## src/rtl/if_fetch_unit_pkg.sv

```systemverilog
// Shared pipeline constants and the fetch state encoding.
// Imported by the fetch unit and reused by the IF/ID flush value.
package if_fetch_unit_pkg;

  localparam logic [31:0] NOP_INSTR = 32'hE000_0000;
  localparam logic [31:0] RESET_PC  = 32'h0000_0000;

  typedef enum logic [1:0] {
    FETCH = 2'd0,
    HOLD  = 2'd1,
    FLUSH = 2'd2
  } fetch_state_e;

endpackage

```

## src/rtl/if_fetch_unit.sv

```systemverilog
// Instruction fetch front end: owns the PC, runs the imem req/ack
// handshake and presents {PC+4, Instruction} or a NOP bubble to IF/ID.
// Ports: clk, rst (async, active high), freeze, branch_taken,
//   branch_addr, imem_req/imem_addr/imem_ack/imem_rdata, PC,
//   Instruction; bubble_cnt only when IF_BUBBLE_CNT_EN is defined.
module if_fetch_unit #(
  parameter logic [31:0] RESET_PC  = if_fetch_unit_pkg::RESET_PC,
  parameter logic [31:0] NOP_INSTR = if_fetch_unit_pkg::NOP_INSTR
) (
  input  logic        clk,
  input  logic        rst,
  input  logic        freeze,
  input  logic        branch_taken,
  input  logic [31:0] branch_addr,
  output logic        imem_req,
  output logic [31:0] imem_addr,
  input  logic        imem_ack,
  input  logic [31:0] imem_rdata,
  output logic [31:0] PC,
  output logic [31:0] Instruction
`ifdef IF_BUBBLE_CNT_EN
  ,
  output logic [31:0] bubble_cnt
`endif
);

  import if_fetch_unit_pkg::*;

  fetch_state_e state_q, state_d;
  logic [31:0]  pc_q, pc_d;
  logic [31:0]  buf_instr_q, buf_instr_d;
  logic [31:0]  buf_pc_q, buf_pc_d;
  logic         valid_q, valid_d;
  logic [31:0]  pend_q, pend_d;
  logic         req;
  logic         done;
  logic         unused_addr_lsb;

  assign unused_addr_lsb = ^branch_addr[1:0];

  always_comb begin
    req       = 1'b0;
    imem_addr = pc_q;
    unique case (state_q)
      FETCH:   req = 1'b1;
      HOLD:    req = !freeze;
      FLUSH: begin
        req       = 1'b1;
        imem_addr = pend_q;
      end
      default: req = 1'b0;
    endcase
  end

  assign imem_req = req && !rst;
  assign done     = imem_req && imem_ack;

  always_comb begin
    state_d     = state_q;
    pc_d        = pc_q;
    buf_instr_d = buf_instr_q;
    buf_pc_d    = buf_pc_q;
    valid_d     = valid_q;
    pend_d      = pend_q;
    unique case (state_q)
      FETCH: begin
        if (done) begin
          buf_instr_d = imem_rdata;
          buf_pc_d    = pc_q;
          pc_d        = pc_q + 32'd4;
          valid_d     = 1'b1;
          state_d     = HOLD;
        end
      end
      HOLD: begin
        if (!freeze) begin
          if (done) begin
            buf_instr_d = imem_rdata;
            buf_pc_d    = pc_q;
            pc_d        = pc_q + 32'd4;
          end else begin
            valid_d = 1'b0;
            state_d = FETCH;
          end
        end
      end
      FLUSH: begin
        if (done) state_d = FETCH;
      end
      default: state_d = FETCH;
    endcase
    // Redirect wins over everything; an unacked request must still
    // complete at its old address, so park it in FLUSH.
    if (branch_taken) begin
      pc_d    = {branch_addr[31:2], 2'b00};
      valid_d = 1'b0;
      if (imem_req && !imem_ack) begin
        if (state_q != FLUSH) pend_d = imem_addr;
        state_d = FLUSH;
      end else begin
        state_d = FETCH;
      end
    end
  end

  always_ff @(posedge clk or posedge rst) begin
    if (rst) begin
      state_q     <= FETCH;
      pc_q        <= RESET_PC;
      buf_instr_q <= '0;
      buf_pc_q    <= '0;
      valid_q     <= 1'b0;
      pend_q      <= '0;
    end else begin
      state_q     <= state_d;
      pc_q        <= pc_d;
      buf_instr_q <= buf_instr_d;
      buf_pc_q    <= buf_pc_d;
      valid_q     <= valid_d;
      pend_q      <= pend_d;
    end
  end

  assign Instruction = valid_q ? buf_instr_q : NOP_INSTR;
  assign PC          = valid_q ? buf_pc_q + 32'd4 : 32'd0;

`ifdef IF_BUBBLE_CNT_EN
  logic [31:0] bubble_q, bubble_d;

  always_comb begin
    bubble_d = bubble_q;
    if (!freeze && !valid_q && bubble_q != 32'hFFFF_FFFF)
      bubble_d = bubble_q + 32'd1;
  end

  always_ff @(posedge clk or posedge rst) begin
    if (rst) bubble_q <= '0;
    else     bubble_q <= bubble_d;
  end

  assign bubble_cnt = bubble_q;
`endif

endmodule

```

## config.mk

```make
export PLATFORM = sky130hd
export DESIGN_NAME = if_fetch_unit
export DESIGN_NICKNAME = d
export VERILOG_FILES = /design/src/rtl/if_fetch_unit_pkg.sv /design/src/rtl/if_fetch_unit.sv
export SDC_FILE = /design/constraint.sdc
export NUM_CORES = 1
export LEC_CHECK = 0
export ABC_CLOCK_PERIOD_IN_PS = 6400
export BUFFER_PORTS_ARGS = -buffer_cell sky130_fd_sc_hd__buf_2
export CAP_MARGIN = 20
export CORE_MARGIN = 1
export CORE_UTILIZATION = 55
export CTS_BUF_LIST = sky130_fd_sc_hd__clkbuf_4 sky130_fd_sc_hd__clkbuf_8
export DETAILED_ROUTE_END_ITERATION = 8
export PLACE_DENSITY = 0.91
export SYNTH_ARGS = -nofsm -noshare
export SYNTH_HDL_FRONTEND = slang
export SYNTH_SLANG_ARGS = --single-unit
```

## constraint.sdc

```tcl
create_clock -name clk -period 6.4 [get_ports clk]
set_input_delay 0.96 -clock clk [delete_from_list [all_inputs] [get_ports clk]]
set_output_delay 0.96 -clock clk [all_outputs]
set_load 0.005 [all_outputs]
```

==> reports/results.ini <==
[status]
status = finished clean

[setup_path]
cpPeakStageDelay_ps = 740
cp-start-kind = flip-flop
worst_setup_path_end_kind = output pin
slowest_stage = or4_1
reg2reg_depth = 4
cp.arrival_ps = 2940
crit_required_ps = 5440
reg2reg_from = state_q[0]$_DFFE_PP0P_
critPathKind = flip-flop to output pin
r2r_end = pend_q[6]$_DFFE_PP0P_
r2r_slack_ps = 3720
cp_max_fo = 24
crit_family = simple AND/OR/NAND/NOR gates
path_cells = and3_1, nand4_1, or4_1, a21oi_1, buf_2
path_buf_inv = 1

[clock_network]
postCtsSetupBuffers = 0
htreeDepth = 4
cts_buffers = 17
cts-root-buf = clkbuf_8
cts.sinks = 127
path_clk_slew_ps = 70
cts_buffer_depth = 2
insertion_delay_ps = 460
ctsResizeCount = 0
cts_hold_buf = 0
cts_tree = yes

[synthesis]
synth_area_leaders = dfrtp_1 46%, nand2_1 16%, mux2_2 4.7%, and2_1 3.3%, clkbuf_1 2.8%
netlist_instances = 850
synth.mux.area_fraction_pct = 5.00
synth-simple-area-share_pct = 33.1
synth_compound_area_share_pct = 8.97
synth_top_cell_area_share_pct = 45.7
syn_area_um2 = 6960
yosysWarnings = 0
synth_xor_area_share_pct = 2.39
synth_edf_count = 0
syn_avg_cell_area_um2 = 8.19
synth_top_area_cell = dfrtp_1
seq_area_frac_synth_pct = 45.7
ys.flop_type = dfrtp_1
synth_top_family_by_area = simple AND/OR/NAND/NOR gates
yosysUniqueCellTypes = 50
ys_seq_elements = 127
synthArstFlopShare_pct = 100
synthAdderAreaFrac_pct = 0.360

[global_routing]
grt_max_degree = 66
overflow = 0
grt_usage_pct = 29.1
grt_pass1_wl_um = 29400
antenna_found_initial = 0
grt_pass1_vias = 6037

[min_path]
hold_end = buf_instr_q[31]$_DFFE_PP0P_
min-delay-start = buf_instr_q[31]$_DFFE_PP0P_
min_delay_path_depth = 2
min-delay-path-class = flip-flop to flip-flop

[placement]
hpwl_um = 12300
portBuffers = 161
place_area_um2 = 7770
place_inst = 1120
dp_slack_ps = 3080
gp_congestion = 0.881

[cells_and_area]
instances_no_fill = 1152
fill_cells = 982
final_cell_mix = 287 x nand2_1, 161 x buf_2, 127 x dfrtp_1
fin_util_pct = 67.4
final_common_cell = nand2_1
n_antenna_cell = 0
drive_gt1_share_pct = 24.0
layout.nets = 1042
fin_area_um2 = 8200
area_growth_pct = 17.8

[timing]
tightestPinTransition_ps = 1060
layout_setup_ws_ps = 2500
fin_crit_sh_pct = 61.0
relSlewSlack_pct = 29.6
fin_skew_ps = 11.1
slew_violations = 0
setup_violations = 0
rsz0062_at_grt = false
period_minus_slack_ps = 3900
finalHoldViolCount = 0
clock.fmax_mhz = 256
setup_tns_ps = 0

[floorplanning]
dieArea_um2 = 13100
initial_core_util_pct = 57.2
die_x_um = 114
num_rows = 40
io_pins = 166
die_y_um = 114
core_area_um2 = 12200

[route]
wl_per_cell_um = 15.7
viasPerCell = 5.76
drc = 0
drt_iter0_drc = 762
drt_first_pass_iters = 5
vias = 6633
drt-total-wl_um = 18100
route.antenna.remaining_nets = 0

[power]
p_leak_uw = 0.00400
vdd_ir_drop_max_mv = 0.220
power_density_nw_per_um2 = 274

[flow_run]
maxCapViolCount = 0

## synth_stat cells (3+ instances only)
cell        n
o21ai_0    28
clkbuf_1   51
o211ai_1    5
a21oi_1    19
nor4_1      8
buf_2       9
o21a_1      3
and3_1     10
o311ai_0    5
xor2_1     11
and4_1      7
dfrtp_1   127
or3_1       8
xnor2_1     8
nor2_1     38
or4_1      18
a31oi_1    11
buf_1       3
nand2_1   288
mux2_2     29
and2_1     37
nor2b_1     4
o31ai_1    16
nand3_1    25
nor3_1     10
inv_1      11
nand2b_1    5
nand4_1    26
## stage by stage
stage               power, uW  hold WS, ps
floorplan                1350          437
global placement         1480          449
detailed placement       1500          454
CTS                      2240          472
global route             2360          490
finish                   2240          468
## tightest hold or removal path, delay by kind of cell (launching register included)
| family | cells | cell delay [ps] |
|---|---|---|
| flip-flops | 1 | 340 |
| AND/OR/NAND/NOR | 2 | 100 |
## registers in the layout, indices dropped and copies added, names as in the netlist
signal	count
buf_pc_q	30
pc_q	30
valid_q	1
state_q	2
buf_instr_q	32
pend_q	32
## power breakdown
group / switching [uW] / internal [uW] / leakage [uW]
clock: 340 / 406 / 0.000208
sequential: 142 / 949 / 0.00155
combinational: 218 / 187 / 0.00225
total: 701 / 1540 / 0.00400
## layer usage
layer	part of all wire, %	track usage, %	up-vias
met2	46	44.6	332
met5	0	0	-
met3	9.2	7.15	45
met1	43	39.4	3121
li1	-	-	3135
met4	2.6	12.6	0
## worst max path at each step
stage                                   from                          to  slack (ps)  depth (start not counted)
floorplan                                rst  buf_instr_q[0]$_DFFE_PP0P_        2060                          1
finish               buf_pc_q[9]$_DFFE_PP0P_                      PC[28]        2500                          5
global placement     buf_pc_q[9]$_DFFE_PP0P_                      PC[28]        3100                          5
CTS                  buf_pc_q[9]$_DFFE_PP0P_                      PC[28]        2540                          5
detailed placement   buf_pc_q[9]$_DFFE_PP0P_                      PC[28]        3080                          5
global route        buf_pc_q[10]$_DFFE_PP0P_                      PC[21]        2240                          5
## cell type report
class	instances	area, um^2	area share [%]
Clock buffer	19	262	3.19
Clock inverter	13	163	1.98
Inverter	12	47.5	0.580
Multi-Input combinational cell	646	3490	42.5
Sequential cell	127	3180	38.8
Tap cell	168	210	2.56
Timing Repair Buffer	167	851	10.4
## cells by family after synthesis
kind of cell | Yosys count
AND/OR/NAND/NOR | 494
flip-flops | 127
AO/OA/AOI/OAI | 98
buffers and inverters | 78
multiplexers | 31
XOR/XNOR | 19
adder cells (fa/ha/maj) | 2
other | 1
No activity file was read; power rests on OpenSTA's default activity.
